File: src/rtl/mmm_pkg.sv
// Shared front-end types: branch resolution/prediction records plus the
// redirect-sequencing types used by fetch_redirect_ctrl.
package mmm_pkg;

  localparam int XLEN   = 32;
  localparam int FCNT_W = 4;

  typedef struct packed {
    logic            valid;
    logic            mispredict;
    logic            taken;
    logic [XLEN-1:0] pc;
    logic [XLEN-1:0] target;
  } resolution_t;

  typedef struct packed {
    logic            taken;
    logic [XLEN-1:0] target;
  } prediction_t;

  typedef enum logic [1:0] {
    RD_NONE    = 2'd0,
    RD_EXCEPT  = 2'd1,
    RD_MISPRED = 2'd2
  } redirect_kind_t;

  typedef struct packed {
    redirect_kind_t  kind;
    logic [XLEN-1:0] pc;
    logic [XLEN-1:0] target;
    logic            taken;
  } redirect_t;

  typedef enum logic [1:0] {
    FRC_IDLE  = 2'd0,
    FRC_PEND  = 2'd1,
    FRC_FLUSH = 2'd2
  } frc_state_t;

  // Rebuilds the resolution record seen by pc_gen from a held mispredict.
  function automatic resolution_t redirect_to_res(input redirect_t r);
    resolution_t res;
    res.valid      = 1'b1;
    res.mispredict = 1'b1;
    res.taken      = r.taken;
    res.pc         = r.pc;
    res.target     = r.target;
    return res;
  endfunction

endpackage

File: src/rtl/sat_counter.sv
// Saturating event counter; sticks at all-ones instead of wrapping.
module sat_counter #(
  parameter int CNT_W = 32
) (
  input  logic             clk_i,
  input  logic             rst_i,
  input  logic             inc_i,
  output logic [CNT_W-1:0] cnt_o
);

  always_ff @(posedge clk_i or posedge rst_i) begin
    if (rst_i) begin
      cnt_o <= '0;
    end else if (inc_i && (cnt_o != '1)) begin
      cnt_o <= cnt_o + 1'b1;
    end
  end

endmodule

File: src/rtl/fetch_redirect_ctrl.sv
// Arbitrates exception / mispredict / prediction redirects into pc_gen, holds
// redirects across fetch stalls and opens a flush window after each one.
// Optional statistics counters: define FETCH_REDIRECT_STATS_EN.
module fetch_redirect_ctrl
  import mmm_pkg::*;
#(
  parameter int FLUSH_CYCLES = 2,
  parameter int CNT_W        = 32
) (
  input  logic             clk_i,
  input  logic             rst_i,
  input  logic             except_i,
  input  logic [XLEN-1:0]  except_pc_i,
  input  resolution_t      res_i,
  input  prediction_t      pred_i,
  input  logic             fetch_ready_i,
  output logic             except_o,
  output logic [XLEN-1:0]  except_pc_o,
  output resolution_t      res_o,
  output prediction_t      pred_o,
  output logic             flush_o,
  output logic             busy_o
`ifdef FETCH_REDIRECT_STATS_EN
  ,
  output logic [CNT_W-1:0] exc_cnt_o,
  output logic [CNT_W-1:0] misp_cnt_o
`endif
);

  localparam logic [FCNT_W-1:0] FCNT_LOAD = FCNT_W'(FLUSH_CYCLES - 1);
  localparam frc_state_t POST_ACCEPT = (FLUSH_CYCLES == 1) ? FRC_IDLE : FRC_FLUSH;

  frc_state_t        state_q, state_d;
  logic [FCNT_W-1:0] fcnt_q, fcnt_d;
  redirect_t         hold_q, hold_d;

  redirect_t win;
  redirect_t drv;
  logic      drv_en;
  logic      acc_exc;
  logic      acc_mis;

  // Fixed-priority pick among the live request sources.
  always_comb begin
    win = '0;
    if (except_i) begin
      win.kind = RD_EXCEPT;
      win.pc   = except_pc_i;
    end else if (res_i.valid && res_i.mispredict) begin
      win.kind   = RD_MISPRED;
      win.pc     = res_i.pc;
      win.target = res_i.target;
      win.taken  = res_i.taken;
    end
  end

  always_comb begin
    state_d     = state_q;
    fcnt_d      = fcnt_q;
    hold_d      = hold_q;
    drv         = '0;
    drv_en      = 1'b0;
    acc_exc     = 1'b0;
    acc_mis     = 1'b0;
    except_o    = 1'b0;
    except_pc_o = except_pc_i;
    res_o       = res_i;
    pred_o      = pred_i;
    flush_o     = 1'b0;
    busy_o      = 1'b0;

    case (state_q)
      FRC_PEND: begin
        // A younger exception replaces whatever is held; new mispredicts are younger than the held branch.
        drv    = (win.kind == RD_EXCEPT) ? win : hold_q;
        drv_en = 1'b1;
        busy_o = 1'b1;
        if (!fetch_ready_i) begin
          hold_d = drv;
        end
      end
      default: begin
        if (win.kind != RD_NONE) begin
          drv    = win;
          drv_en = 1'b1;
          if (!fetch_ready_i) begin
            hold_d  = win;
            state_d = FRC_PEND;
          end
        end else if (state_q == FRC_FLUSH) begin
          flush_o       = 1'b1;
          pred_o.taken  = 1'b0;
          fcnt_d        = fcnt_q - 1'b1;
          if (fcnt_q <= FCNT_W'(1)) begin
            fcnt_d  = '0;
            state_d = FRC_IDLE;
          end
        end
      end
    endcase

    if (drv_en) begin
      flush_o      = 1'b1;
      pred_o.taken = 1'b0;
      if (drv.kind == RD_EXCEPT) begin
        except_o    = 1'b1;
        except_pc_o = drv.pc;
        res_o       = '0;
      end else begin
        res_o = redirect_to_res(drv);
      end
      if (fetch_ready_i) begin
        acc_exc = (drv.kind == RD_EXCEPT);
        acc_mis = (drv.kind == RD_MISPRED);
        hold_d  = '0;
        fcnt_d  = FCNT_LOAD;
        state_d = POST_ACCEPT;
      end
    end

    // Outputs go quiet the moment reset rises, not at the next edge.
    if (rst_i) begin
      except_o    = 1'b0;
      except_pc_o = '0;
      res_o       = '0;
      pred_o      = '0;
      flush_o     = 1'b0;
      busy_o      = 1'b0;
    end
  end

  always_ff @(posedge clk_i or posedge rst_i) begin
    if (rst_i) begin
      state_q <= FRC_IDLE;
      fcnt_q  <= '0;
      hold_q  <= '0;
    end else begin
      state_q <= state_d;
      fcnt_q  <= fcnt_d;
      hold_q  <= hold_d;
    end
  end

`ifdef FETCH_REDIRECT_STATS_EN
  sat_counter #(.CNT_W(CNT_W)) u_exc_cnt (
    .clk_i (clk_i),
    .rst_i (rst_i),
    .inc_i (acc_exc),
    .cnt_o (exc_cnt_o)
  );

  sat_counter #(.CNT_W(CNT_W)) u_misp_cnt (
    .clk_i (clk_i),
    .rst_i (rst_i),
    .inc_i (acc_mis),
    .cnt_o (misp_cnt_o)
  );
`else
  localparam int UNUSED_CNT_W = CNT_W;
  logic unused_stats;
  assign unused_stats = acc_exc ^ acc_mis;
`endif

endmodule
File: config.mk
export PLATFORM = sky130hd
export DESIGN_NAME = fetch_redirect_ctrl
export DESIGN_NICKNAME = d
export VERILOG_FILES = /design/src/rtl/mmm_pkg.sv /design/src/rtl/sat_counter.sv /design/src/rtl/fetch_redirect_ctrl.sv
export SDC_FILE = /design/constraint.sdc
export NUM_CORES = 1
export LEC_CHECK = 0
export CAP_MARGIN = 20
export CORE_AREA = 2 2 118 120
export DETAILED_ROUTE_END_ITERATION = 7
export DIE_AREA = 0 0 120 122
export GPL_ROUTABILITY_DRIVEN = 0
export PLACE_DENSITY = 0.81
export SYNTH_ARGS = -nofsm -noshare
export SYNTH_HDL_FRONTEND = slang
export SYNTH_SLANG_ARGS = --single-unit
File: constraint.sdc
create_clock -name clk_i -period 3.3 [get_ports clk_i]
set_input_delay 0.495 -clock clk_i [delete_from_list [all_inputs] [get_ports clk_i]]
set_output_delay 0.495 -clock clk_i [all_outputs]
set_load 0.01 [all_outputs]
==> impl_metrics.csv <==
group,metric,value,unit
critical_path,cp-end-kind,"primary output",
routing,ant_nets,0,
critical_path,cp.depth,5,
layout,drive_gt1_share,5.52,%
global_routing,antenna_found_initial,0,
yosys,synth-main-ff-cell,"dfrtp_1",
die,die_x,120,um
sta,max_slew.worst_pin.slew,949,ps
power,ir_drop,0.348,mV
yosys,synth.distinct_cells,38,
layout,multiInputGateArea,3230,sq um
yosys,synth_top_area_share,33.9,%
place,io_buffer_count,270,
critical_path,critPathArrivalTime,2690,ps
yosys,ys_ff_latch,73,
die,pin_count,271,
global_routing,grtUsageTotal,24.7,%
critical_path,cp-start-kind,"flop",
routing,drt_iter0_drc,322,
layout,fin_nets,1020,
sta,setup_violations,0,
critical_path,required,2800,ps
global_routing,grt_overflow_total,0,
routing,post_drt_wl_per_cell,17.6,um
clock_tree,clock_latency,330,ps
critical_path,r2r_setup_slack,1280,ps
layout,layout_common_cells,"clkdlybuf4s50_1 (268), nand2_1 (126), dfrtp_1 (73), mux2i_1 (64), a22o_1 (54)",
yosys,ys_warn_count,0,
power,p_per_area,370,nW/um^2
critical_path,cpLargestDelayFamily,"simple AND/OR/NAND/NOR gates",
die,initial_core_util,39.9,%
die,core-area,13500,sq um
critical_path,worstRegToRegCells,6,
yosys,synth.area.top_cells,"dfrtp_1 (34%), mux2i_1 (12%), a22o_1 (8.8%), nand2_1 (8.8%), o221ai_1 (4.9%)",
die,rows,43,
layout,syn2layout_area_growth,58.6,%
yosys,synthMuxAreaShare,12.1,%
clock_tree,hold_buffers,0,
clock_tree,max-clock-path-buffers,2,
critical_path,r2r-start,"state_q[0]$_DFF_PP0_",
routing,via_per_inst,5.52,
layout,diodes,0,
sta,fin_crit,3190,ps
yosys,synth_top_family_by_area,"compound AO/OA/AOI/OAI gates",
place,dp_cells,1049,
critical_path,r2r-end,"fcnt_q[3]$_DFF_PP0_",
sta,finClkSkew,8.39,ps
critical_path,setup.worst_path.start,"hold_q[65]$_DFF_PP0_",
yosys,synth_xor_area_share,0,%
routing,drc,0,
critical_path,worstSetupPathType,"flop to primary output",
critical_path,max_stage_delay,650,ps
global_routing,gr-usage-met3,4.59,%
status,status,"complete, no violations",
clock_tree,cts.sinks,73,
yosys,ys_seq_area_share,33.9,%
die,die_y,122,um
yosys,synthCells,645,
flow_run,maxCapViolCount,0,
critical_path,crit_path_max_fanout,16,
yosys,synth_area_per_cell,8.35,sq um
clock_tree,postCtsSetupBuffers,0,
layout,fill_cells,1152,
critical_path,path_cells,"nand2b_1 -> and2_4 -> nor2b_2 -> a22o_1 -> clkdlybuf4s50_1",
layout,register_area,1830,sq um
critical_path,endpoint,"res_o[26]",
global_routing,grt_use_met2,41.7,%
yosys,synth_nets,783,
power,cellLeakagePower,0.00352,uW
routing,routed_wl,18.7,mm
global_routing,grt_pass1_wl,29.1,mm
clock_tree,cts_tree,"built",
yosys,synth-simple-area-share,20.3,%
clock_tree,clk_transition_reported_paths,60,ps
clock_tree,cts_made_buffers,9,
sta,final-max-slew-violation-count,0,
yosys,synth_edf_count,0,
yosys,yosysTopAreaCell,"dfrtp_1",
global_routing,grt_max_degree,79,
critical_path,slowest_stage,"nor2b_2",
sta,slew_headroom,36.8,%
sta,post-route-period-util,96.6,%
place,hpwl,13.0,mm
global_routing,grt_use_met1,32.5,%
yosys,syn_area,5390,sq um
clock_tree,cts_max_level,3,
clock_tree,ctsResizeCount,0,
yosys,synth_compound_area_share,26.5,%
yosys,async_reset_ff_share,100,%
routing,firstDrtPassIters,5,
sta,tns,0,ps
layout,layout.cells.non_filler,1067,
die,die-area,14600,sq um
global_routing,grt_pass1_vias,5562,
routing,vias,5888,
sta,rsz0062_at_grt,"no",
clock_tree,cts-root-buf,"clkbuf_16",
layout,final_common_cell,"clkdlybuf4s50_1",
global_routing,gr-max-usage-layer,"met2",
yosys,synthAdderAreaFrac,0.464,%
sta,fmax,314,MHz
critical_path,crit_buf_inv,1,
sta,hold_violations,0,
min_path,hold_path_class,"input port to flop",
[where the power goes]
part | internal (uW) | switching, uW
registers | 966 | 72.3
clock network | 816 | 363
logic | 488 | 453
[synth_stat cells (2+ instances only)]
library cell  number
inv_1              3
o21a_1             5
mux2i_1           64
a21o_1            12
a22oi_1           32
nand2b_1           4
buf_4              2
nor4_1             3
dfrtp_1           73
a21oi_1           52
and2_1             2
clkbuf_1          18
ha_1               2
buf_2             38
nand2_1          126
o221ai_1          30
nor2b_1           36
o21ai_0            3
nor2_1            43
nor3_1             3
a22o_1            54
nand3_1           15
buf_6              6
or3_1              3
buf_1              3
[worst min-delay path by stage]
stage,startpoint,end,depth (start not counted)
global placement,fcnt_q[3]$_DFF_PP0_,fcnt_q[3]$_DFF_PP0_,1
global route,except_i,hold_q[27]$_DFF_PP0_,2
CTS,except_i,hold_q[27]$_DFF_PP0_,2
detailed placement,fcnt_q[3]$_DFF_PP0_,fcnt_q[3]$_DFF_PP0_,1
floorplan,fcnt_q[3]$_DFF_PP0_,fcnt_q[3]$_DFF_PP0_,1
finish,except_i,hold_q[27]$_DFF_PP0_,2
[through the flow]
step           setup WS, ps  hold slack (ps)  area (sq um)  power (uW)  util (%)
6_report                111              481          8540        3160      63.3
3_3_place_gp            486              483          8150        1970      60.3
5_1_grt                30.1              495          8540        3300      63.3
2_1_floorplan           314              465          5390        1520         -
4_1_cts                84.8              471          8510        3180      63.0
3_5_place_dp            395              488          8150        1990      60.3
[cell type report]
| cell class | instances | area share (%) |
|---|---|---|
| Multi-Input combinational cell | 503 | 37.8 |
| Timing Repair Buffer | 292 | 33.9 |
| Sequential cell | 73 | 21.4 |
| Clock buffer | 11 | 2.72 |
| Tap cell | 180 | 2.64 |
| Clock inverter | 5 | 1.49 |
| Inverter | 3 | 0.146 |
[flip-flops by register name, summed over array words and instances, names as in the netlist]
| signal | count |
|---|---|
| hold_q | 67 |
| fcnt_q | 4 |
| state_q | 2 |
[per-layer routing]
layer  vias up  part of all wire, %
met5         -                    0
met4         0                  1.2
met3        22                  8.0
met2       271                   48
met1      2788                   43
li1       2807                    -
[cells by family (layout without fill, tap and decap cells)]
family	Yosys count	count (layout)
simple gates	242	243
compound gates	193	193
flops	73	73
buf+inv	70	311
mux	65	65
fa+ha+maj	2	2
Note: power is estimated with default switching activity, not from simulation.
